$ cat src/rtl/fifo_arb_pkg.sv
// Shared types and helpers for the FIFO write-port arbiter.
// Holds the arbiter FSM state encoding, the grant-id width helper and
// the offset helper used to pick one requester's word out of the packed
// data bus.
package fifo_arb_pkg;

   // Largest requester count the arbiter is meant to be built with.
   localparam int N_REQ_MAX = 16;

   typedef enum logic {
      IDLE  = 1'b0,
      GRANT = 1'b1
   } arb_state_t;

   // Width of a requester index; never narrower than one bit.
   function automatic int id_width(input int n);
      return (n > 1) ? $clog2(n) : 1;
   endfunction

   // Low bit of requester idx's word inside the packed data bus.
   function automatic int slice_lo(input int idx, input int w);
      return idx * w;
   endfunction

endpackage

$ cat src/rtl/write_port_arbiter_rr_pick.sv
// Combinational round-robin picker.
// Scans the request vector starting one past the previous winner and
// wrapping around, returning the first set bit and whether one was found.
module rr_pick
   import fifo_arb_pkg::*;
#(
   parameter  int N_REQ = 4,
   localparam int ID_W  = id_width(N_REQ)
) (
   input  logic [N_REQ-1:0] req,
   input  logic [ID_W-1:0]  last_grant,
   output logic             found,
   output logic [ID_W-1:0]  winner
);

   logic [ID_W-1:0] cand;

   // Walk the candidates in priority order; the first valid one wins.
   always_comb begin
      found  = 1'b0;
      winner = '0;
      cand   = '0;
      for (int k = 1; k <= N_REQ; k++) begin
         cand = ID_W'((int'(last_grant) + k) % N_REQ);
         if (!found && req[cand]) begin
            found  = 1'b1;
            winner = cand;
         end
      end
   end

endmodule

$ cat src/rtl/write_port_arbiter.sv
// Write-port arbiter in front of the async FIFO write side.
// Grants one requester at a time in round-robin order and forwards its
// beats as FIFO writes; the FIFO full flag is the only backpressure.
// Optional build macro WARB_PKT_LOCK_EN: when defined the grant is held
// for a whole packet and released on the accepted req_last beat; when
// undefined req_last is ignored and the grant releases after every
// accepted beat. Either way a released grant spends one cycle in IDLE.
module write_port_arbiter
   import fifo_arb_pkg::*;
#(
   parameter  int N_REQ  = 4,
   parameter  int DATA_W = 8,
   localparam int ID_W   = id_width(N_REQ)
) (
   input  logic                      w_clk,
   input  logic                      w_rst,
   input  logic [N_REQ-1:0]          req_valid,
   input  logic [N_REQ*DATA_W-1:0]   req_data,
   input  logic [N_REQ-1:0]          req_last,
   output logic [N_REQ-1:0]          req_ready,
   input  logic                      fifo_full,
   output logic                      fifo_w_en,
   output logic [DATA_W-1:0]         fifo_w_data,
   output logic                      grant_active,
   output logic [ID_W-1:0]           grant_id
);

   arb_state_t      state;
   logic [ID_W-1:0] last_grant;
   logic            pick_found;
   logic [ID_W-1:0] pick_winner;
   logic            accept;
   logic            release_grant;

   rr_pick #(
      .N_REQ(N_REQ)
   ) u_rr_pick (
      .req        (req_valid),
      .last_grant (last_grant),
      .found      (pick_found),
      .winner     (pick_winner)
   );

   assign accept    = grant_active & req_valid[grant_id] & ~fifo_full;
   assign fifo_w_en = accept;

`ifdef WARB_PKT_LOCK_EN
   assign release_grant = accept & req_last[grant_id];
`else
   logic unused_last;
   assign unused_last   = ^req_last;
   assign release_grant = accept;
`endif

   // Only the granted requester sees ready, and only while the FIFO has room.
   always_comb begin
      req_ready = '0;
      for (int i = 0; i < N_REQ; i++) begin
         req_ready[i] = grant_active & (grant_id == ID_W'(i)) & ~fifo_full;
      end
   end

   // Steer the granted requester's word onto the FIFO bus; zero when idle.
   always_comb begin
      fifo_w_data = '0;
      if (grant_active) begin
         fifo_w_data = req_data[slice_lo(int'(grant_id), DATA_W) +: DATA_W];
      end
   end

   // Arbiter FSM: pick a winner in IDLE, hold it in GRANT until released.
   always_ff @(posedge w_clk or posedge w_rst) begin
      if (w_rst) begin
         state        <= IDLE;
         grant_active <= 1'b0;
         grant_id     <= '0;
         last_grant   <= ID_W'(N_REQ - 1);
      end else begin
         case (state)
            IDLE: begin
               if (pick_found) begin
                  state        <= GRANT;
                  grant_active <= 1'b1;
                  grant_id     <= pick_winner;
                  last_grant   <= pick_winner;
               end
            end
            GRANT: begin
               if (release_grant) begin
                  state        <= IDLE;
                  grant_active <= 1'b0;
               end
            end
            default: begin
               state        <= IDLE;
               grant_active <= 1'b0;
            end
         endcase
      end
   end

endmodule

$ cat config.mk
export PLATFORM = sky130hd
export DESIGN_NAME = write_port_arbiter
export DESIGN_NICKNAME = d
export VERILOG_FILES = /design/src/rtl/fifo_arb_pkg.sv /design/src/rtl/write_port_arbiter_rr_pick.sv /design/src/rtl/write_port_arbiter.sv
export SDC_FILE = /design/constraint.sdc
export NUM_CORES = 1
export LEC_CHECK = 0
export CORE_MARGIN = 2
export CORE_UTILIZATION = 50
export DETAILED_ROUTE_END_ITERATION = 6
export DONT_BUFFER_PORTS = 1
export SLEW_MARGIN = 20
export SYNTH_ARGS = -nofsm -noshare
export SYNTH_HDL_FRONTEND = slang
export SYNTH_SLANG_ARGS = --single-unit
export TNS_END_PERCENT = 30
$ cat constraint.sdc
create_clock -name w_clk -period 2.8 [get_ports w_clk]
set_input_delay 0.56 -clock w_clk [delete_from_list [all_inputs] [get_ports w_clk]]
set_output_delay 0.56 -clock w_clk [all_outputs]
set_load 0.02 [all_outputs]
* Word-level counts from Yosys, hierarchy flattened
Cells that the tools add are included.
Operators by class: $lt $le $gt $ge 5, shifts and indexed selects 1, reductions and logical operators 9, add/sub/neg operators 4, bitwise operators 12, equality and inequality tests 5, mux-type cells 25
Operators by type and width (count):
- $shiftx A32 B6 Y8 | 1
- $lt A2 B3 Y1 const B | 5
- $mux W1 | 13
- $and A1 B1 Y1 | 10
- $bmux W1 S2 | 5
- $mux W2 | 4
- $mux W8 | 1
- $add A2 B1 Y2 const B | 2
- $add A2 B2 Y2 const B | 2
- $eq A2 B2 Y1 const B | 2
- $ne A2 B2 Y1 const B | 2
- $pmux W1 S2 | 2
- $reduce_and A2 Y1 | 2
- $logic_and A1 B1 Y1 | 3
- $logic_not A1 Y1 | 3
- $eq A2 B1 Y1 const B | 1
- $logic_not A2 Y1 | 1
- $not A1 Y1 | 2
Word-level totals: word-level logic and storage cells 65, output and inout port bits 16, input port bits 43, bits in registers 6

* Longest topological paths before layout
word-level depth 15, gate-level depth with buffers 3, gate-level depth less buffers 3

* By module
From an unflattened synthesis, not the netlist that was laid out.
Unflattened totals: cell total of the unflattened synthesis 57, area total of the unflattened synthesis 671.9 µm²
Modules (own cells, without submodules):
- write_port_arbiter | cells an instance 43, instances 1, area each 580.6 µm², seq. area each 152.6 µm²
- rr_pick | cells an instance 14, instances 1, area each 91.3 µm², seq. area each 0.0 µm²

* Worst setup path before layout
Ideal clock, no wire load.
path type reg2out, start reg grant_id[0], end out req_ready[1], data required time 2240 ps, path buffers 1, arrival 1468 ps, cell stages (with the launch flop) 4, slack 772 ps, path through dfrtp_1 buf_6 inv_2 nor4_1
Between the ends: longest elaborated chain between the ends 3
Ends and longest elaborated chain:
- start, declared | line write_port_arbiter.sv:25 | output logic [ID_W-1:0] grant_id
- start signal, assigned | line write_port_arbiter.sv:84 | grant_id <= pick_winner;
- $eq A2 B1 Y1 | line write_port_arbiter.sv:59 | req_ready[i] = grant_active & (grant_id == ID_W'(i)) & ~fifo_full;
- $and A1 B1 Y1 (2 in series) | line write_port_arbiter.sv:59
- end, declared | line write_port_arbiter.sv:20 | output logic [N_REQ-1:0] req_ready,
Every way passes these cells.

* Worst setup path after layout
start reg grant_id[0], end out fifo_w_data[7]
Between the ends: longest elaborated chain between the ends 2
Ends and longest elaborated chain:
- $shiftx A32 B6 Y8 | line write_port_arbiter.sv:67 | fifo_w_data = req_data[slice_lo(int'(grant_id), DATA_W) +: DATA_W];
- $mux W8 | line write_port_arbiter.sv:66 | if (grant_active) begin
- end, declared | line write_port_arbiter.sv:23 | output logic [DATA_W-1:0] fifo_w_data,
Every way passes these cells.

==> flow_metrics.tcl <==
set metrics [dict create \
    status "finished, final reports clean" \
    ir_drop_uv 584.8 \
    path_class "register to output pin" \
    grt.total_usage_pct 18.57 \
    rows 13 \
    stdcell_area_um2 689.4 \
    worstPathMaxFanout 13 \
    synth-edff-count 0 \
    slew_headroom_pct 50.21 \
    placed_area_um2 666.9 \
    die_h_um 40.14 \
    drive_gt1_share_pct 31.15 \
    p_int_uw 362.5 \
    rsz0062_at_grt "false" \
    postSynthCellCount 59 \
    p_per_area_nw_per_um2 949.8 \
    nets 106 \
    finalSetupTns_ps 0 \
    antenna_found_initial 0 \
    syn_area_um2 653.1 \
    finClkSkew_ps 10.42 \
    reg2reg_slack_ps 960 \
    antenna_cells 0 \
    tightest_slew_ps 746.9 \
    clock_latency_ps 250 \
    multi_input_comb_area_um2 461.7 \
    grt_overflow_total 0 \
    dieArea_um2 1611 \
    ant_nets 0 \
    dp_hpwl_mm 1.328 \
    swShare_pct 44.64 \
    io_pins 59 \
    cts_setup_buffers 0 \
    regArea_um2 152.6 \
    grt_max_degree 16 \
    drc 0 \
    drt_wl_total_mm 1.544 \
    h-tree-depth 1 \
    hold_buffers 0 \
    p_sw_uw 292.3 \
    cts_tree "done" \
    synth_area_leaders "mux4_2 28%, dfrtp_1 15%, dfstp_2 8.0%, and2_1 7.7%, mux4_1 4.0%" \
    pwr-share-clk_pct 12.1 \
    area_growth_pct 5.556 \
    synth_warnings 0 \
    routedWlPerCell_um 20.32 \
    clock.fmax_mhz 401.5 \
    crit_required_ps 2240 \
    total_power_uw 654.8 \
    cts.sinks 6 \
    setup_viol 0 \
    ys_async_sr_fraction_pct 100.0 \
    core-area_um2 1252 \
    finalHoldViolCount 0 \
    yosys_register_bits 6 \
    firstDrtPassIters 4 \
    die_x_um 40.14 \
    max-cap-violations 0 \
    syn_area_per_cell_um2 11.07 \
    first_global_vias 471 \
    r2r-start "grant_id[0]$_DFFE_PP0P_" \
    dominantRegCellSynth "dfrtp_1" \
    reg2regPathDepth 3 \
    via_count 520 \
    power_leakage_nw 0.2754 \
    gp_congestion 0.8391 \
    ctsResizeCount 0 \
    synth_seq_area_share_pct 23.37 \
    clk_pin_slew_worst_paths_ps 50 \
    yosysUniqueCellTypes 30 \
    fillers 105 \
    portBuffers 0 \
    worstPathArrival_ps 1930 \
    endpoint_kind "output pin" \
    finalCritPeriodShare_pct 88.95 \
    start_kind "register" \
    cts_buffer_depth 2 \
    drv_slew 0 \
    grt_pass1_wl_mm 1.959 \
    hold_path_class "input port to async pin" \
    synth_top_cell_by_area "mux4_2" \
    start_util_pct 52.15 \
    clock-root-buffer "clkbuf_4" \
    p_seq_share_pct 40.7 \
    period_needed_ps 2491 \
    via_per_inst 6.842 \
    cts_buffers 3 \
    synth_top_area_share_pct 27.59 \
    reg2reg_to "state$_DFF_PP0_" \
    p_comb_share_pct 47.3 \
    drt_iter0_markers 3 \
    synthesis.nets 102 \
]
-- cells in the final DEF, fill, tap and decap left out, types with 2 or more instances in the layout --
master	synthesis	layout
mux4_2	8	8
and2_1	8	8
inv_1	4	4
dfrtp_1	4	4
a32oi_1	3	3
nand2b_1	3	3
clkbuf_4	0	3
and3_1	2	2
nor4_1	2	2
o21ai_1	2	2
o31ai_1	2	2
dfstp_2	2	2
buf_4	0	2
-- routing by layer --
layer	part of all wire [%]	wire (µm)	track usage, %
met5	0	0	0
met4	0.58	9	7.759
met3	14	214	6.667
met2	52	799	34.27
met1	34	520	18.37
-- layout make-up --
| class | count | share of cell area, % |
|---|---|---|
| multi-input cells | 45 | 66.97 |
| flip-flops and latches | 6 | 22.14 |
| clock buffers | 3 | 3.267 |
| inverters | 5 | 2.722 |
| well taps | 15 | 2.722 |
| repair buffers | 2 | 2.178 |
-- synthesized netlist by cell type, types with 2 or more instances --
cell      n
a32oi_1   3
and2_1    8
and3_1    2
dfrtp_1   4
dfstp_2   2
inv_1     4
mux4_2    8
nand2b_1  3
nor4_1    2
o21ai_1   2
o31ai_1   2
-- per-stage QoR --
stage	hold WS (ps)	std cells	util [%]	worst slack [ps]
2_1_floorplan	349.5	59	-	771.5
3_3_place_gp	362.5	73	53.25	545.0
3_5_place_dp	373.6	73	53.25	547.9
4_1_cts	108.8	76	55.05	279.2
5_1_grt	121.8	76	55.05	173.7
6_report	106.7	76	55.05	309.5
-- power groups by stage --
stage                     logic (mW)  registers (mW)  clock network, mW
after floorplan                0.341           0.204                  0
after global placement         0.306           0.265                  0
after detailed placement       0.311           0.270                  0
after CTS                      0.312           0.268             0.0806
after global routing           0.333           0.281             0.0884
final                          0.310           0.266             0.0790
-- registers in the layout, indices dropped and copies added (netlist names) --
| signal | count |
|---|---|
| grant_id | 2 |
| grant_active | 1 |
| state | 1 |
| last_grant | 2 |
-- kinds of logic after synthesis --
kind of cell	Yosys count	share of synthesized area, %
simple gates	22	22.42
compound gates	12	13.41
mux	11	34.87
buf+inv	8	5.936
flops	6	23.37
-- worst max-delay path, cell delays in order, from the launching register on --
cell	delay, ps
dfrtp_1	820
mux4_1	620
and2_1	240
-- how the worst max path moves through the flow --
stage          cells past startpoint  slack, ps             end                     from
3_3_place_gp                       2        540  fifo_w_data[7]  grant_id[0]$_DFFE_PP0P_
2_1_floorplan                      3        770    req_ready[1]  grant_id[0]$_DFFE_PP0P_
5_1_grt                            2        170  fifo_w_data[7]  grant_id[0]$_DFFE_PP0P_
3_5_place_dp                       2        550  fifo_w_data[7]  grant_id[0]$_DFFE_PP0P_
4_1_cts                            2        280  fifo_w_data[7]  grant_id[0]$_DFFE_PP0P_
6_report                           2        310  fifo_w_data[7]  grant_id[0]$_DFFE_PP0P_
Power figures use the tool's default switching activity.
